`config.mk`:
```
export PLATFORM = sky130hd
export DESIGN_NAME = stack_unit
export DESIGN_NICKNAME = d
export VERILOG_FILES = /design/src/rtl/stack_pkg.sv /design/src/rtl/stack_ram.sv /design/src/rtl/stack_unit.sv
export SDC_FILE = /design/constraint.sdc
export NUM_CORES = 1
export LEC_CHECK = 0
export BUFFER_PORTS_ARGS = -buffer_cell sky130_fd_sc_hd__buf_2
export CAP_MARGIN = 30
export CORE_AREA = 5 5 115 117
export CTS_CLUSTER_DIAMETER = 150
export DETAILED_ROUTE_END_ITERATION = 10
export DIE_AREA = 0 0 120 122
export HOLD_SLACK_MARGIN = 0.05
export PLACE_DENSITY = 0.69
export SYNTH_ARGS = -nofsm -noshare
export SYNTH_HDL_FRONTEND = slang
export SYNTH_HIERARCHICAL = 1
export SYNTH_SLANG_ARGS = --single-unit
```
`constraint.sdc`:
```
create_clock -name clk -period 5.3 [get_ports clk]
set_input_delay 1.06 -clock clk [delete_from_list [all_inputs] [get_ports clk]]
set_output_delay 1.06 -clock clk [all_outputs]
set_load 0.01 [all_outputs]
```
`src/rtl/stack_pkg.sv`:
```
// Shared definitions for the operand stack: default sizes, push-source
// encodings and the occupancy-counter width helper.
package stack_pkg;

  localparam int STACK_WIDTH = 8;
  localparam int STACK_DEPTH = 16;

  // StackDst encodings
  localparam logic SRC_ALU = 1'b0;
  localparam logic SRC_MEM = 1'b1;

  // Occupancy counter must represent 0..depth inclusive
  function automatic int sp_width(input int depth);
    return $clog2(depth) + 1;
  endfunction

endpackage

```
`src/rtl/stack_ram.sv`:
```
// Stack storage: DEPTH x WIDTH array with one synchronous write port and
// one asynchronous read port. Contents are never cleared.
module stack_ram #(
  parameter int WIDTH = 8,
  parameter int DEPTH = 16,
  parameter int AW    = $clog2(DEPTH)
) (
  input  logic             clk,
  input  logic             we,
  input  logic [AW-1:0]    waddr,
  input  logic [WIDTH-1:0] wdata,
  input  logic [AW-1:0]    raddr,
  output logic [WIDTH-1:0] rdata
);

  logic [WIDTH-1:0] mem [DEPTH];

  // Single write port, committed on the rising edge
  always_ff @(posedge clk) begin
    if (we) begin
      mem[waddr] <= wdata;
    end
  end

  assign rdata = mem[raddr];

endmodule

```
`src/rtl/stack_unit.sv`:
```
// Operand stack for the multicycle stack machine. Decodes push/pop/tos,
// maintains the occupancy count, captures popped/peeked values into a
// holding register and tracks sticky overflow/underflow errors.
module stack_unit
  import stack_pkg::*;
#(
  parameter int WIDTH = STACK_WIDTH,
  parameter int DEPTH = STACK_DEPTH
) (
  input  logic                       clk,
  input  logic                       rst,
  input  logic                       push,
  input  logic                       pop,
  input  logic                       tos,
  input  logic                       StackDst,
  input  logic [WIDTH-1:0]           mem_data,
  input  logic [WIDTH-1:0]           alu_data,
  output logic [WIDTH-1:0]           out_q,
  output logic                       zero,
  output logic [sp_width(DEPTH)-1:0] sp,
  output logic                       empty,
  output logic                       full,
  output logic                       overflow,
  output logic                       underflow
);

  localparam int SPW = sp_width(DEPTH);
  localparam int AW  = $clog2(DEPTH);

  logic [SPW-1:0]   sp_q, sp_d;
  logic [WIDTH-1:0] out_d;
  logic             overflow_q, overflow_d;
  logic             underflow_q, underflow_d;

  logic             we;
  logic [AW-1:0]    waddr;
  logic [AW-1:0]    top_idx;
  logic [WIDTH-1:0] top_data;
  logic [WIDTH-1:0] push_data;
  logic             is_empty, is_full;

  assign is_empty  = (sp_q == '0);
  assign is_full   = (sp_q == SPW'(DEPTH));
  // When empty this wraps to the last entry; it is never consumed then.
  assign top_idx   = AW'(sp_q - SPW'(1));
  assign push_data = (StackDst == SRC_MEM) ? mem_data : alu_data;

  stack_ram #(
    .WIDTH (WIDTH),
    .DEPTH (DEPTH),
    .AW    (AW)
  ) u_ram (
    .clk   (clk),
    .we    (we),
    .waddr (waddr),
    .wdata (push_data),
    .raddr (top_idx),
    .rdata (top_data)
  );

  // Operation decode: next count, holding value, error flags and RAM write
  always_comb begin
    sp_d        = sp_q;
    out_d       = out_q;
    overflow_d  = overflow_q;
    underflow_d = underflow_q;
    we          = 1'b0;
    waddr       = AW'(sp_q);

    if (pop) begin
      // pop dominates tos
      if (!is_empty) begin
        out_d = top_data;
        if (push) begin
          // replace-top: count unchanged, full does not block
          we    = 1'b1;
          waddr = top_idx;
        end else begin
          sp_d = sp_q - SPW'(1);
        end
      end else begin
        underflow_d = 1'b1;
        if (push) begin
          // empty is never full, so the push always lands in entry 0
          we    = 1'b1;
          waddr = '0;
          sp_d  = SPW'(1);
        end
      end
    end else begin
      if (tos) begin
        if (!is_empty) begin
          out_d = top_data;
        end else begin
          underflow_d = 1'b1;
        end
      end
      if (push) begin
        if (!is_full) begin
          we    = 1'b1;
          waddr = AW'(sp_q);
          sp_d  = sp_q + SPW'(1);
        end else begin
          overflow_d = 1'b1;
        end
      end
    end

    // reset discards any strobe, including the storage write
    if (rst) begin
      we = 1'b0;
    end
  end

  // State registers with synchronous reset
  always_ff @(posedge clk) begin
    if (rst) begin
      sp_q        <= '0;
      out_q       <= '0;
      overflow_q  <= 1'b0;
      underflow_q <= 1'b0;
    end else begin
      sp_q        <= sp_d;
      out_q       <= out_d;
      overflow_q  <= overflow_d;
      underflow_q <= underflow_d;
    end
  end

  assign sp        = sp_q;
  assign empty     = is_empty;
  assign full      = is_full;
  assign zero      = (out_q == '0);
  assign overflow  = overflow_q;
  assign underflow = underflow_q;

endmodule

```
Word-level counts from Yosys, hierarchy flattened:

Memories as Yosys holds them, arrays and structs flattened.
Index checks and enable logic that the tools add are counted.

* add/sub/neg operators: 2
* equal/unequal tests: 4
* multiplexer cells: 24
* bitwise logic cells: 1
* reductions and logical operators: 6

Operator list (count)
* $mux 8: 4
* $mux 5: 6
* $mux 4: 4
* $mux 1: 10
* $logic_not 8->1: 1
* $add 5x1->5 const B: 1
* $eq 5x5->1 const B: 1
* $logic_not 5->1: 1
* $sub 5x1->5 const B: 1
* $ne 2x2->1 const B: 2
* $reduce_and 4->1: 1
* $reduce_bool 2->1: 2
* $ne 3x2->1 const B: 1
* $reduce_and 3->1: 1
* $not 1->1: 1

* bits in registers: 15
* memory bits (writable): 128
* word-level logic and storage cells: 42
* memories kept: 1

Memory list
* u_ram.mem: words 16, bits a word 8, rd ports 1, clocked after memory_dff 0, wr ports 1, line stack_ram.sv:16 `logic [WIDTH-1:0] mem [DEPTH];`

Longest topological paths before layout:

Gate-level depths: netlist of run 1.

* depth after elaboration: 7
* gate-level depth with buffers: 10
* gate-level depth less buffers: 8

Modules after synthesis:

The synthesis of run 1 kept the hierarchy.

Modules (own cells, without submodules)
* stack_ram: instances 1, cells an instance 221, area an instance 4987.3 um2, sequential area each 3843.7 um2
* stack_unit: instances 1, cells an instance 131, area an instance 1108.6 um2, sequential area each 300.3 um2

Worst setup path after synthesis of run 1:

Ideal clock, no wire load.

* path kind: in2reg
* start point: in pop
* end point: mem u_ram.mem[0][0] (enable)
* setup time: 0.383 ns
* arrival time: 2.947 ns
* data required time: 4.917 ns
* setup slack: 1.969 ns
* cell stages on the path: 6
* buffers on the path: 2
* cells stage by stage: buf_4 clkbuf_1 nor3_1 nor3_1 or3b_2 nor3_1

* cells in the longest elaborated chain, start to end: 4
* elaborated cells between the ends (all ways): 5
* classes of those cells: mux (5)

Ends and longest elaborated chain
* start: declaration: line stack_unit.sv:13 `input logic pop,`
* $mux 1: line stack_unit.sv:70 `if (pop) begin`
* $mux 1: line stack_unit.sv:110 `if (rst) begin`
* net we: line stack_unit.sv:35 `logic we;`
* $mux 1: line stack_ram.sv:20 `if (we) begin`
* $mux 1 (implied by the code): line stack_ram.sv:21 `mem[waddr] <= wdata;`
* end: declaration: line stack_ram.sv:16

The timed path passes the listed nets, and every way through them passes these cells.

Final worst setup path of run 1:

* start point: reg sp_q[0] (netlist: sp[0])
* end point: mem u_ram.mem[9][4] (enable)

* elaborated cells between the ends (all ways): 13
* classes of those cells: add/sub (1); eq/ne (1); mux (10); reduce/logical (1)

RTL lines
* start: declaration: line stack_unit.sv:30 `logic [SPW-1:0] sp_q, sp_d;`
* start signal: assignment: line stack_unit.sv:123 `sp_q <= sp_d;`
* $sub 5x1->5
* net top_idx[0]: line stack_unit.sv:37 `logic [AW-1:0] top_idx;`
* $mux 4: line stack_unit.sv:74 `if (push) begin`
* $mux 4: line stack_unit.sv:72 `if (!is_empty) begin`
* $mux 4: line stack_unit.sv:70
* net waddr[0]: line stack_unit.sv:36 `logic [AW-1:0] waddr;`

The timed path passes the listed nets, and every way through them passes these cells.

==> metrics, run 1 <==
antenna viol nets, final 0; area leader, netlist edfxtp_1; ranking of synthesized cells by area edfxtp_1 (63%), mux4_2 (6.7%), mux4_1 (6.0%); RD Place Congestion 0.8083; Die Area 14640 µm²; final wirelength 12030 µm; first drt pass iteration count 7; CP Class reg -> reg; nets 420; Total Power 4.011 mW; share of layout cells above drive strength 1 27.45%; clk buf depth 2; PortBufs 39; Unique masters post-synth 48; wire per inst 21.56 µm; global-route wire length before repair 18620 µm; Root Driver clkbuf_16; Die Wd 120 µm; max-cap violation count 0; worst path required time 5340 ps; area delta synth->final 14.47%; R2R setup slack 1870 ps; synthesized area per cell 17.32 µm²; RSZ-0062 raised after global routing false; Pint 2.673 mW; Die H 122 µm; core area 12260 µm²; Via density 5.955; switching pwr 1.338 mW; Critical Path, Cell by Cell inv_2, ha_1, nor4b_4, a21oi_1, a21oi_1, nand2b_1, nor2_1; antenna violations before repair 0; Top-Level Pins 40; GR Util All Layers 17.44%; largest net degree at the start of global routing 34; Clock transition at path regs 60 ps; Slew headroom 44.92%; Synth Flop Type edfxtp_1; worst min path class reg -> reg; Synth top area share 63.05%; R2R Path Start sp[0]$_SDFFE_PP0P_; Final Setup Violations 0; Detailed Place HPWL 7846 µm; Syn Nets 377; number of cell rows 41; peak supply drop 0.2752 mV; sequential share of power 34.2%; DRC viols 0; CTS tree yes; Hold Vio Cnt, Final 0; status finished clean; Starting Density 49.72%; Compound-Gate Fraction of Synth Area 4.967%; 1st-iter DRT viols 318; Hold Path Depth 2; Synth Area in Simple Gates 6.876%; cell mode on critical path a21oi_1; Lkg Pwr 2.497 nW; number of global-route vias before repair 3255; post_cts resized 0; Layout fillers 928; f_max 0.2919 GHz; CP arrival 3470 ps; Antenna diodes 0; CP max FO 12; Final period util 64.63%; FFs w/ async S/R, synth 0%; Top delay family on crit path simple AND/OR/NAND/NOR gates; # Post-CTS Setup Buffers 0; Comb pwr share 36.1%; Power Dens Cells 574.8 nW/µm²; Yosys warnings 6; Hold Path End underflow$_SDFFE_PP0N_; switch share 33.35%; worst skew pair latency 420 ps; Adder-Cell Fraction of Synth Area 0.6158%; reg2reg end u_ram/mem[9][4]$_DFFE_PP_; HP Start underflow$_SDFFE_PP0N_; number of flops mapped to enable cells by yosys 128; sequential share of the synthesized area 67.98%; post-synthesis instance total 352; Slew Limit Fails 0; CP max stage cell nor4b_4; vias 3323; CTS buffer count 17; Worst setup EP type flop; Synth Area in XOR/XNOR 0.5747%; clock share of power 29.6%; mux cell area share after synthesis 16.01%; Synth Register Bits 143; hold buffers post-CTS 0; Worst-Margin Slew 819.9 ps; post-layout minimum cycle time 3425 ps; GRT Residual Overflow 0; max incr delay on CP 720 ps; Critical Path Source Type flop; Fin Setup TNS 0 ps; FF-to-FF path depth 7; # H-tree levels 4; Post-Route Skew 7.842 ps; post-synthesis instance area 6096 µm²; Clock Sink Count 143; largest family of logic cells by synthesized area multiplexers; WP buf/inv 1
[worst max-delay path by stage]
stage / start / endpoint / depth (start not counted)
3_5_place_dp: push / u_ram/mem[1][1]$_DFFE_PP_ / 8
3_3_place_gp: push / u_ram/mem[5][7]$_DFFE_PP_ / 8
2_1_floorplan: pop / u_ram/mem[0][0]$_DFFE_PP_ / 6
4_1_cts: sp[0]$_SDFFE_PP0P_ / u_ram/mem[2][4]$_DFFE_PP_ / 7
6_report: sp[0]$_SDFFE_PP0P_ / u_ram/mem[9][4]$_DFFE_PP_ / 7
5_1_grt: sp[0]$_SDFFE_PP0P_ / u_ram/mem[13][6]$_DFFE_PP_ / 7
[power groups by stage]
stage	registers, mW	clock network [mW]	logic, mW
6_report	1.37	1.19	1.45
5_1_grt	1.38	1.26	1.57
4_1_cts	1.37	1.21	1.45
3_5_place_dp	1.40	0	1.44
3_3_place_gp	1.39	0	1.43
2_1_floorplan	1.37	0	1.17
[cells by family after synthesis]
group                    count (synthesis)
adder cells (fa/ha/maj)                  3
buffers and inverters                   28
AO/OA/AOI/OAI                           41
XOR/XNOR                                 4
multiplexers                            51
AND/OR/NAND/NOR                         82
flip-flops                             143
[through the flow]
stage	cell area [µm²]	setup slack (ps)	utilization (%)	instances	hold WS [ps]
after floorplan	6096	1969	-	352	469.6
after global placement	6361	1851	51.88	525	432.4
after detailed placement	6366	1764	51.92	526	451.2
after CTS	6978	1918	56.91	558	460.8
after global routing	6978	1615	56.91	558	483.8
final	6978	1875	56.91	558	454.5
[flip-flops by register name, summed over array words and instances (netlist names)]
| signal | flops |
|---|---|
| u_ram/mem | 128 |
| out_q | 8 |
| sp | 5 |
| overflow | 1 |
| underflow | 1 |
[cell usage in the layout (no fill, tap or decap), drive strengths merged, types with 4 or more instances in the layout]
| cell | instances |
|---|---|
| mux2 | 10 |
| buf | 45 |
| mux2i | 9 |
| o21ai | 7 |
| dfxtp | 15 |
| nand3 | 4 |
| clkbuf | 22 |
| inv | 11 |
| a21oi | 6 |
| edfxtp | 128 |
| nor2 | 36 |
| clkinv | 5 |
| a22oi | 18 |
| nor3 | 10 |
| nand2 | 12 |
| mux4 | 32 |
[cells in the mapped netlist (2+ instances only)]
cell             count
a211o_1              2
a21oi_1              6
a22oi_1             17
buf_2                4
buf_4                2
buf_6                6
clkbuf_1             5
clkdlybuf4s25_2      3
dfxtp_1             15
edfxtp_1           128
ha_1                 3
inv_1                7
mux2_2              10
mux2i_1              9
mux4_1              14
mux4_2              18
nand2_1             12
nand2b_1             3
nand3_1              4
nand3b_1             2
nand4_1              2
nor2_1              35
nor2b_1              2
nor3_1              10
o21ai_0              7
or4_1                2
xnor2_1              2
xor2_1               2
[worst min-delay path: stages, from the launching register on]
cell	delay (ps)
dfxtp_1	310
inv_1	50
a21oi_1	50
[routing by layer]
| metal | vias up | GRT usage, % | wire length [µm] |
|---|---|---|---|
| li1 | 1497 | - | - |
| met3 | 17 | 4.689 | 787 |
| met5 | - | 0 | 0 |
| met4 | 0 | 5.583 | 172 |
| met2 | 115 | 27.12 | 5716 |
| met1 | 1694 | 24.23 | 5352 |
[final cells by class]
cell class	count	area [µm²]	share of cell area, %
Clock buffer	22	518.0	7.423
Clock inverter	10	93.84	1.345
Inverter	7	26.28	0.3765
Multi-Input combinational cell	181	1770	25.37
Sequential cell	143	4144	59.39
Tap cell	150	187.7	2.690
Timing Repair Buffer	45	237.7	3.407
No activity file was read; power rests on OpenSTA's default activity.
==> run 2: changes to the inputs <==
Clock period 5.3 ns to 3.3 ns, I/O delays scaled along.
==> run 2 against run 1 <==
Effect of this change:
- final cell count rose by 2.5%
- sequential power up 59%
- first-iteration DRC count shrank 18%
- clock power increased by 62%
- worst setup slack got worse by 1400 ps
- routed wire length grew 0.32%
- sequential share of layout area shrank 0.97 points
- critical endpoint is now u_ram/mem[0][6]$_DFFE_PP_
- design area rose by 1.7%
- via count is 0.18% lower
- largest cell class unchanged
- count of clock-buffer cells in the layout up 5
==> metrics, run 2 (synthesis gave the netlist of run 1 again) <==
share of layout cells above drive strength 1 28.67% (+1.2 points); switching pwr 2.113 mW (+58%); reg2reg end u_ram/mem[0][6]$_DFFE_PP_; first drt pass iteration count 4 (-3); number of flip-flops in the largest register 128 (unchanged); HP Start underflow$_SDFFE_PP0N_; worst path required time 3410 ps (-1930 ps); clock share of power 29.5% (about the same); CTS buffer count 17 (unchanged); Power Dens Cells 922.2 nW/µm² (+60%); Clock transition at path regs 60 ps (about the same); Slew headroom 54.89% (+10 points); f_max 0.3542 GHz (+21%); # Post-CTS Setup Buffers 0 (unchanged); worst skew pair latency 410 ps (about the same); Antenna diodes 0 (unchanged); hold buffers post-CTS 0 (unchanged); RD Place Congestion 0.7897 (-2.3%); sequential share of power 33.3% (-0.9 points); area delta synth->final 16.38%; Pint 4.429 mW (+66%); post-layout minimum cycle time 2823 ps (-602.4 ps); Starting Density 49.72% (unchanged); Hold Path Depth 2 (unchanged); largest net degree at the start of global routing 34 (unchanged); R2R Path Start sp[1]$_SDFFE_PP0P_; Die H 122 µm (unchanged); Reg with most FFs u_ram/mem; vias 3317 (-0.18%); Slew Limit Fails 0 (unchanged); Total Power 6.542 mW (+63%); GRT Residual Overflow 0 (unchanged); CTS tree yes; Clock Sink Count 143 (unchanged); 1st-iter DRT viols 262 (-18%); Lkg Pwr 2.558 nW (+2.5%); Die Area 14640 µm² (unchanged); Worst setup EP type flop; max-cap violation count 0 (unchanged); Root Driver clkbuf_16; status finished clean; RSZ-0062 raised after global routing false; Comb pwr share 37.2% (+1.1 points); antenna violations before repair 0 (unchanged); Hold Path End underflow$_SDFFE_PP0N_; number of cell rows 41 (unchanged); antenna viol nets, final 0 (unchanged); Top-Level Pins 40 (unchanged); Final Setup Violations 0 (unchanged); number of global-route vias before repair 3250 (-0.15%); clk buf depth 2 (unchanged); worst min path class reg -> reg; CP Class reg -> reg; Final period util 85.54% (+21 points); Via density 5.799 (-2.6%); Post-Route Skew 8.244 ps (+0.4015 ps); CP max FO 8 (-4); global-route wire length before repair 18920 µm (+1.6%); final wirelength 12070 µm (+0.32%); Hold Vio Cnt, Final 0 (unchanged); CP arrival 2930 ps (-540 ps); peak supply drop 0.3836 mV (+39%); R2R setup slack 480 ps (-1400 ps); wire per inst 21.10 µm (-2.1%); Critical Path Source Type flop; PortBufs 39 (unchanged); post_cts resized 0 (unchanged); Fin Setup TNS 0 ps (unchanged); FF-to-FF path depth 8 (+1); core area 12260 µm² (unchanged); Detailed Place HPWL 7864 µm (+0.24%); commonest non-fill, non-tap cell in the layout edfxtp_1; Die Wd 120 µm (unchanged); nets 434 (+3.3%); Worst-Margin Slew 675.3 ps (-144.5 ps); Layout fillers 920 (-0.86%); switch share 32.30% (-1.0 points); GR Util All Layers 17.64% (+0.21 points); commonest cells after routing, fill and taps aside edfxtp_1 (128), buf_2 (39), nor2_1 (35), buf_4 (19), mux4_2 (18); # H-tree levels 4 (unchanged); DRC viols 0 (unchanged)
run 2: worst max path at each step:
| stage | startpoint | end | slack (ps) |
|---|---|---|---|
| after floorplan | sp[0]$_SDFFE_PP0P_ | u_ram/mem[0][0]$_DFFE_PP_ | 100 |
| after global placement | push | u_ram/mem[1][6]$_DFFE_PP_ | 530 |
| after detailed placement | push | u_ram/mem[1][6]$_DFFE_PP_ | 420 |
| after CTS | sp[1]$_SDFFE_PP0P_ | u_ram/mem[1][2]$_DFFE_PP_ | 510 |
| after global routing | sp[1]$_SDFFE_PP0P_ | u_ram/mem[0][5]$_DFFE_PP_ | 270 |
| final | sp[1]$_SDFFE_PP0P_ | u_ram/mem[0][6]$_DFFE_PP_ | 480 |
run 2: through the flow:
step           instance area [µm²]  setup slack (ps)  util, %  hold slack (ps)  cells
6_report                      7094             477.1    57.86            438.8    572
5_1_grt                       7094             265.9    57.86            483.5    572
4_1_cts                       7094             513.6    57.86            443.2    572
3_5_place_dp                  6486             415.0    52.90            434.7    540
3_3_place_gp                  6486             531.8    52.90            429.7    540
2_1_floorplan                 6096             102.1        -            469.6    352
run 2: power by group through the flow:
stage	registers, mW	logic (mW)	clock network (mW)
global route	2.19	2.65	2.06
global placement	2.21	2.40	0
CTS	2.18	2.45	1.96
floorplan	2.21	1.89	0
detailed placement	2.22	2.44	0
finish	2.18	2.43	1.93
run 2: final cells by class:
class | instances | area, µm² | share of cell area (%)
clock buffers | 27 | 503.0 | 7.090
multi-input cells | 181 | 1770 | 24.96
clock inverters | 5 | 105.1 | 1.481
inverters | 7 | 26.28 | 0.3704
repair buffers | 59 | 357.8 | 5.044
flip-flops and latches | 143 | 4144 | 58.41
well taps | 150 | 187.7 | 2.646
run 2: metal layers:
layer	vias to the layer above	part of all wire [%]	GRT usage (%)
met3	5	7.2	4.318
met1	1681	45	25.04
met2	110	48	27.43
met5	-	0	0
li1	1521	-	-
met4	0	0.60	5.154
run 2: worst max-delay path: stages, from the launching register on:
cell,delay [ps]
dfxtp_1,420
inv_1,90
ha_1,270
or3b_1,370
nor3_1,100
nor3_1,350
or3b_2,550
nor3_1,160
buf_4,210
